File: config.mk
export PLATFORM = sky130hd
export DESIGN_NAME = count_capture_fifo_flat
export DESIGN_NICKNAME = d
export VERILOG_FILES = /design/src/rtl/count_capture_fifo_if.sv /design/src/rtl/count_capture_fifo.sv /design/src/flat_wrapper.sv
export SDC_FILE = /design/constraint.sdc
export NUM_CORES = 1
export LEC_CHECK = 0
export CORE_MARGIN = 2
export CORE_UTILIZATION = 55
export CTS_BUF_LIST = sky130_fd_sc_hd__clkbuf_2
export DETAILED_ROUTE_END_ITERATION = 16
export MAX_ROUTING_LAYER = met4
export PLACE_DENSITY = 0.74
export SLEW_MARGIN = 20
export SYNTH_ARGS = -nofsm -noshare
export SYNTH_HDL_FRONTEND = slang
export SYNTH_SLANG_ARGS = --single-unit
File: constraint.sdc
create_clock -name clk -period 3.21 [get_ports clk]
set_input_delay 0.642 -clock clk [delete_from_list [all_inputs] [get_ports clk]]
set_output_delay 0.642 -clock clk [all_outputs]
set_load 0.02 [all_outputs]
File: src/rtl/count_capture_fifo_if.sv
// rtl/count_capture_fifo_if.sv - capture-side and consumer-side signal bundle for count_capture_fifo
interface count_capture_fifo_if;
  logic [3:0] count_i;
  logic       count_vld_i;
  logic       pop_i;
  logic       ovf_clr_i;
  logic [3:0] data_o;
  logic       data_vld_o;
  logic [4:0] level_o;
  logic       full_o;
  logic       empty_o;
  logic       ovf_o;

  modport master (
    output count_i, count_vld_i, pop_i, ovf_clr_i,
    input  data_o, data_vld_o, level_o, full_o, empty_o, ovf_o
  );

  modport slave (
    input  count_i, count_vld_i, pop_i, ovf_clr_i,
    output data_o, data_vld_o, level_o, full_o, empty_o, ovf_o
  );
endinterface

File: src/rtl/count_capture_fifo.sv
// rtl/count_capture_fifo.sv - first-word fall-through FIFO capturing 4-bit counter samples
// Optional change-only push filter enabled by defining CCF_CHANGE_FILTER_EN.
module count_capture_fifo #(
  parameter int DEPTH = 8
) (
  input  logic                 clk,
  input  logic                 reset,
  count_capture_fifo_if.slave  bus
);

  localparam int              AW       = $clog2(DEPTH);
  localparam logic [AW-1:0]   PTR_ONE  = AW'(1);
  localparam logic [4:0]      LVL_FULL = 5'(DEPTH);

  logic [3:0]    mem_q [DEPTH];
  logic [3:0]    mem_d [DEPTH];
  logic [AW-1:0] wr_ptr_q, wr_ptr_d;
  logic [AW-1:0] rd_ptr_q, rd_ptr_d;
  logic [4:0]    level_q, level_d;
  logic          ovf_q, ovf_d;

  logic full;
  logic empty;
  logic filt_pass;
  logic push_req;
  logic push_ok;
  logic pop_ok;
  logic drop;

`ifdef CCF_CHANGE_FILTER_EN
  logic [3:0] last_q, last_d;
  logic       first_q, first_d;

  // The last-sample register tracks every valid sample, even ones later dropped as overflow.
  always_comb begin
    last_d    = last_q;
    first_d   = first_q;
    filt_pass = first_q || (bus.count_i != last_q);
    if (bus.count_vld_i) begin
      last_d  = bus.count_i;
      first_d = 1'b0;
    end
  end

  always_ff @(posedge clk) begin
    if (reset) begin
      last_q  <= 4'h0;
      first_q <= 1'b1;
    end else begin
      last_q  <= last_d;
      first_q <= first_d;
    end
  end
`else
  assign filt_pass = 1'b1;
`endif

  always_comb begin
    full  = (level_q == LVL_FULL);
    empty = (level_q == 5'd0);
  end

  // When full, a same-cycle pop frees the slot the write pointer now aliases.
  always_comb begin
    push_req = bus.count_vld_i & filt_pass;
    pop_ok   = bus.pop_i & ~empty;
    push_ok  = push_req & (~full | bus.pop_i);
    drop     = push_req & full & ~bus.pop_i;

    mem_d    = mem_q;
    wr_ptr_d = wr_ptr_q;
    rd_ptr_d = rd_ptr_q;
    if (push_ok) begin
      mem_d[wr_ptr_q] = bus.count_i;
      wr_ptr_d        = wr_ptr_q + PTR_ONE;
    end
    if (pop_ok) begin
      rd_ptr_d = rd_ptr_q + PTR_ONE;
    end

    level_d = level_q + {4'b0000, push_ok} - {4'b0000, pop_ok};
    ovf_d   = drop | (ovf_q & ~bus.ovf_clr_i);
  end

  always_ff @(posedge clk) begin
    if (reset) begin
      wr_ptr_q <= '0;
      rd_ptr_q <= '0;
      level_q  <= 5'd0;
      ovf_q    <= 1'b0;
    end else begin
      wr_ptr_q <= wr_ptr_d;
      rd_ptr_q <= rd_ptr_d;
      level_q  <= level_d;
      ovf_q    <= ovf_d;
    end
  end

  always_ff @(posedge clk) begin
    mem_q <= mem_d;
  end

  assign bus.data_o     = empty ? 4'h0 : mem_q[rd_ptr_q];
  assign bus.data_vld_o = ~empty;
  assign bus.level_o    = level_q;
  assign bus.full_o     = full;
  assign bus.empty_o    = empty;
  assign bus.ovf_o      = ovf_q;

endmodule

File: src/flat_wrapper.sv
// flat-port wrapper written by rule: the top's interface ports become plain ports
module count_capture_fifo_flat 
#(
  parameter int DEPTH = 8
)
  (clk, reset, bus_count_i, bus_count_vld_i, bus_pop_i, bus_ovf_clr_i, bus_data_o, bus_data_vld_o, bus_level_o, bus_full_o, bus_empty_o, bus_ovf_o);
  count_capture_fifo_if bus_i ();
  input  logic clk;
  input  logic reset;
  input wire logic [$bits(bus_i.count_i)-1:0] bus_count_i;
  input wire logic [$bits(bus_i.count_vld_i)-1:0] bus_count_vld_i;
  input wire logic [$bits(bus_i.pop_i)-1:0] bus_pop_i;
  input wire logic [$bits(bus_i.ovf_clr_i)-1:0] bus_ovf_clr_i;
  output wire logic [$bits(bus_i.data_o)-1:0] bus_data_o;
  output wire logic [$bits(bus_i.data_vld_o)-1:0] bus_data_vld_o;
  output wire logic [$bits(bus_i.level_o)-1:0] bus_level_o;
  output wire logic [$bits(bus_i.full_o)-1:0] bus_full_o;
  output wire logic [$bits(bus_i.empty_o)-1:0] bus_empty_o;
  output wire logic [$bits(bus_i.ovf_o)-1:0] bus_ovf_o;
  assign bus_i.count_i = bus_count_i;
  assign bus_i.count_vld_i = bus_count_vld_i;
  assign bus_i.pop_i = bus_pop_i;
  assign bus_i.ovf_clr_i = bus_ovf_clr_i;
  assign bus_data_o = bus_i.data_o;
  assign bus_data_vld_o = bus_i.data_vld_o;
  assign bus_level_o = bus_i.level_o;
  assign bus_full_o = bus_i.full_o;
  assign bus_empty_o = bus_i.empty_o;
  assign bus_ovf_o = bus_i.ovf_o;
  count_capture_fifo #(.DEPTH(DEPTH)) u_core (.clk(clk), .reset(reset), .bus(bus_i));
endmodule
[Word-level counts from Yosys, hierarchy flattened]
Index checks and enable logic that the tools add are counted.
Operators by class
  muxes and demuxes: 7
  equal/unequal tests: 1
  add/subtract/negate cells: 4
  bitwise operators: 13
  reductions and logical operators: 2
  order comparisons: 3
Operators with widths (count)
  bitwise mux 32 bit: 1
  2-to-1 mux 4 bit: 4
  binary-select mux 4 bit (select 3 bit): 1
  demux 4 bit (select 3 bit): 1
  >= comparator 4 bit, second input constant: 2
  inverter 3 -> 4 bit: 2
  adder 3 x 1 -> 3 bit, second input constant: 2
  adder 5 x 1 -> 5 bit: 1
  bitwise AND 1 bit: 5
  == test 5 x 4 -> 1 bit, second input constant: 1
  logical NOT 5 bit: 1
  subtractor 5 x 1 -> 5 bit: 1
  < comparator 4 x 1 -> 1 bit, second input constant: 1
  inverter 1 bit: 4
  bitwise OR 1 bit: 2
  logical AND 1 bit: 1
Storage, ports and cells
  flip-flop bits (word level): 44
  output and inout port bits: 13
  logic and storage cells: 42
  input port bits: 9

[Depth between registers and ports, before layout]
  depth after elaboration: 6
  depth in mapped cells: 12
  gate-level depth less buffers: 11

[Worst setup path after synthesis]
No wires, ideal clock.
  kind: flip-flop to flip-flop
  from: register u_core.level_q[2] (netlist: u_core.bus.level_o[2])
  to: register u_core.level_q[4] (netlist: u_core.bus.level_o[4])
  setup slack: 0.239 ns
  setup time: 0.070 ns
  period minus slack after synthesis: 2.971 ns
  buffers on the path: 1
  data required time: 3.140 ns
  stages on the path, launching flop included: 13
  arrival time: 2.901 ns
  cell sequence: dfxtp_1 -> inv_1 -> ha_1 -> nor4b_1 -> clkbuf_1 -> nor2_1 -> ha_1 -> inv_1 -> ha_1 -> fa_1 -> a21o_1 -> a2111oi_0 -> o21bai_1
Between the ends
  elaborated cells on any way between the ends: 9
  classes of those cells: 2 x add/sub; 1 x eq/ne; 5 x bitwise; 1 x reduce/logical
RTL lines
  start: declaration: RTL line count_capture_fifo.sv:19  | logic [4:0] level_q, level_d;
  start signal: assignment: RTL line count_capture_fifo.sv:94  | level_q <= level_d;
  logical NOT 5 bit: RTL line count_capture_fifo.sv:60  | empty = (level_q == 5'd0);
  via bus_empty_o: RTL line flat_wrapper.sv:18  | output wire logic [$bits(bus_i.empty_o)-1:0] bus_empty_o;
  inverter 1 bit: RTL line count_capture_fifo.sv:66  | pop_ok = bus.pop_i & ~empty;
  bitwise AND 1 bit: RTL line count_capture_fifo.sv:66
  via u_core.pop_ok: RTL line count_capture_fifo.sv:27  | logic pop_ok;
  subtractor 5 x 1 -> 5 bit: RTL line count_capture_fifo.sv:81  | level_d = level_q + {4'b0000, push_ok} - {4'b0000, pop_ok};
The timed path passes the listed nets, and every way through them passes these cells.
A chain may end at the register's enable or synchronous reset.

[Worst setup path after layout]
  from: register u_core.level_q[2] (netlist: u_core.bus.level_o[2])
  to: output bus_data_o[1]
Between the ends
  word-level cells in the longest chain between the ends: 2
Ends and longest elaborated chain
  logical NOT 5 bit: RTL line count_capture_fifo.sv:60
  2-to-1 mux 4 bit: RTL line count_capture_fifo.sv:103  | assign bus.data_o = empty ? 4'h0 : mem_q[rd_ptr_q];
  end: declaration: RTL line flat_wrapper.sv:14  | output wire logic [$bits(bus_i.data_o)-1:0] bus_data_o;
Every way passes these cells.

==> results.sh <==
export IMPL_period_minus_slack_ns=3.06
export IMPL_path_class="reg2out"
export IMPL_cts_max_level=2
export IMPL_clock_skew_ns=0.0134
export IMPL_slew_headroom_pct=51.4
export IMPL_clk_path_buf_depth=2
export IMPL_p_sw_share_pct=34.6
export IMPL_dr_first_iter_drc_count=76
export IMPL_drt_vias_per_instance=5.64
export IMPL_overflow=0
export IMPL_wire_per_inst_um=17.3
export IMPL_yosys_warnings=0
export IMPL_async_reset_ff_share_pct=0
export IMPL_path_max_fanout=4
export IMPL_comb_power_share_pct=42.0
export IMPL_critPathLaunchType="flip-flop"
export IMPL_grt_max_degree=15
export IMPL_fmax_ghz=0.327
export IMPL_p_leak_nw=0.889
export IMPL_grt_pass1_wl_mm=6.62
export IMPL_track_usage_pct=22.3
export IMPL_clk_pin_slew_ns=0.21
export IMPL_synth_common_cells="edfxtp_1 (32), inv_1 (14), dfxtp_1 (12)"
export IMPL_finalNetCount=201
export IMPL_n_fill_cell=254
export IMPL_synthTopCellsByArea="edfxtp_1 (48%), dfxtp_1 (12%), mux4_2 (8.9%), ha_1 (5.6%), inv_1 (2.6%)"
export IMPL_clkLatencyLatePin_ns=0.40
export IMPL_synth_top_flop_cell="edfxtp_1"
export IMPL_ctsHoldBuffers=0
export IMPL_syn_nets=170
export IMPL_port_buffers=21
export IMPL_finalSetupViolCount=0
export IMPL_syn_area_sq_um=2020
export IMPL_ant_nets=0
export IMPL_diodes=0
export IMPL_hold_class="reg2reg"
export IMPL_p_clk_share_pct=16.5
export IMPL_synth_cell_types=38
export IMPL_syn_area_per_cell_sq_um=13.4
export IMPL_cts_tree="yes"
export IMPL_drc=0
export IMPL_worst_pin_slew_ns=0.723
export IMPL_crit_buf_inv=3
export IMPL_yosysTopAreaCellShare_pct=47.6
export IMPL_rows=22
export IMPL_p_int_mw=1.21
export IMPL_die_w_um=64.6
export IMPL_switchingPower_mw=0.641
export IMPL_drv_cap=0
export IMPL_syn_inst=151
export IMPL_clock_sinks=44
export IMPL_slowest_delay_ns=0.59
export IMPL_yosysMostFrequentCell="edfxtp_1"
export IMPL_crit_chain="inv_1 -> ha_1 -> nor4b_2 -> buf_4 -> nor2b_4 -> a22o_1 -> clkdlybuf4s50_1"
export IMPL_wirelength_mm=4.00
export IMPL_dr_total_vias=1302
export IMPL_rsz0062_at_grt="no"
export IMPL_synth_seq_area_share_pct=59.5
export IMPL_globalplace_congestion=0.810
export IMPL_synth_edf_count=32
export IMPL_hold_viol=0
export IMPL_areaGrowthSynthToFinish_pct=20.4
export IMPL_drive_gt1_share_pct=18.0
export IMPL_slew_violations=0
export IMPL_fp_dieArea_sq_um=4170
export IMPL_finalCritPeriodShare_pct=95.2
export IMPL_first_global_vias=1382
export IMPL_pwr_density_cell_nw_per_um2=763
export IMPL_cp_slowest_cell="clkdlybuf4s50_1"
export IMPL_dp_hpwl_mm=2.94
export IMPL_power_mw=1.85
export IMPL_cts_root_buf="clkbuf_2"
export IMPL_dr_pass1_iters=4
export IMPL_cts_buffers=5
export IMPL_synth_seq_cells=44
export IMPL_yosys_area_top_type="edfxtp_1"
export IMPL_crit_arrival_ns=2.42
export IMPL_setup_tns_ns=0
export IMPL_cp_required_ns=2.57
export IMPL_peakVddDrop_uv=507
export IMPL_core_area_sq_um=3610
export IMPL_io_pins=22
export IMPL_status="finished, final reports clean"
export IMPL_antenna_found_initial=0
export IMPL_start_util_pct=56.0
export IMPL_die_height_um=64.6
export IMPL_end_kind="output port"
export IMPL_cp_top_family="buffers and inverters"
export IMPL_seq_power_share_pct=41.5
## metal layers
metal / global-route usage (%) / part of all wire (%)
met5: - / 0
met4: 7.98 / 1.3
met3: 4.34 / 5.0
met2: 39.2 / 55
met1: 25.6 / 39
## worst paths after layout
kind | start | endpoint | slack [ns] | cells after the start
setup / recovery | u_core.bus.level_o[2]$_SDFF_PP0_ | bus_data_o[1] | 0.15 | 7
hold / removal | u_core.bus.ovf_o$_SDFF_PP0_ | u_core.bus.ovf_o$_SDFF_PP0_ | 0.53 | 2
setup reg to reg | u_core.bus.level_o[2]$_SDFF_PP0_ | u_core.bus.level_o[4]$_SDFF_PP0_ | 0.30 | 10
hold reg to reg | u_core.bus.ovf_o$_SDFF_PP0_ | u_core.bus.ovf_o$_SDFF_PP0_ | 0.53 | 2
## stage by stage
step                      area, sq um  std cells  utilization [%]  worst slack (ns)  hold WS, ns
after floorplan                  2020        151                -             0.239        0.467
after global placement           2340        223             64.8             0.233        0.470
after detailed placement         2340        223             64.8            0.0614        0.478
after CTS                        2410        231             66.8            0.0163        0.528
after global routing             2430        231             67.4           0.00592        0.574
final                            2430        231             67.4             0.153        0.529
## power by group through the flow
stage | registers [mW] | clock network (mW) | logic, mW
floorplan | 0.763 | 0 | 0.481
global placement | 0.772 | 0 | 0.740
detailed placement | 0.779 | 0 | 0.760
CTS | 0.767 | 0.312 | 0.773
global route | 0.785 | 0.337 | 0.853
finish | 0.770 | 0.306 | 0.778
## worst min-delay path: cells and delay by family (launching register included)
kind               cells  cell delay [ns]
DFF                    1             0.38
and+or+nand+nor        1             0.08
AOI/OAI and AO/OA      1             0.06
## logic make-up after synthesis
kind of cell	synth area share [%]
adder cells (fa/ha/maj)	6.57
multiplexers	9.49
AND/OR/NAND/NOR	11.2
XOR/XNOR	0.868
AO/OA/AOI/OAI	8.18
buffers and inverters	4.22
flip-flops	59.5
## flip-flops by register name, summed over array words and instances (netlist names)
signal and flops:
u_core.mem_q 32, u_core.bus.ovf_o 1, u_core.wr_ptr_q 3, u_core.rd_ptr_q 3, u_core.bus.level_o 5
## area by class of cell
type	count	area, sq um	share of cell area [%]
sequential	44	1200	49.5
clock inverter	3	42.5	1.75
multi-input combinational	85	753	31.0
clock buffer	5	25.0	1.03
tap	48	60.1	2.47
inverter	15	57.6	2.37
timing repair buffer	31	288	11.8
## cells in the final DEF (no fill, tap or decap), types with 2 or more instances in the layout
cell type        count
or3_1                2
mux4_2               8
nor4_1               2
o311ai_0             2
a21oi_1              5
inv_1               14
nor2_1              10
o21ai_0              4
nor2b_1              3
nor3b_1              2
a22o_1               4
a31oi_1              2
dfxtp_2              2
nor3_1               4
ha_1                 9
nand2_1              6
clkdlybuf4s50_1     20
edfxtp_1            32
nand4_1              2
buf_4               10
dfxtp_1             10
a21o_1               2
clkbuf_2             5
## repair_timing
action,in CTS,in global routing
gates resized for setup,3,5
hold endpoints to repair,0,0
gates cloned,0,0
pin swaps,0,0
endpoints found under the setup margin,4,6
buffers inserted,0,0
Note: power is estimated with default switching activity, not from simulation.
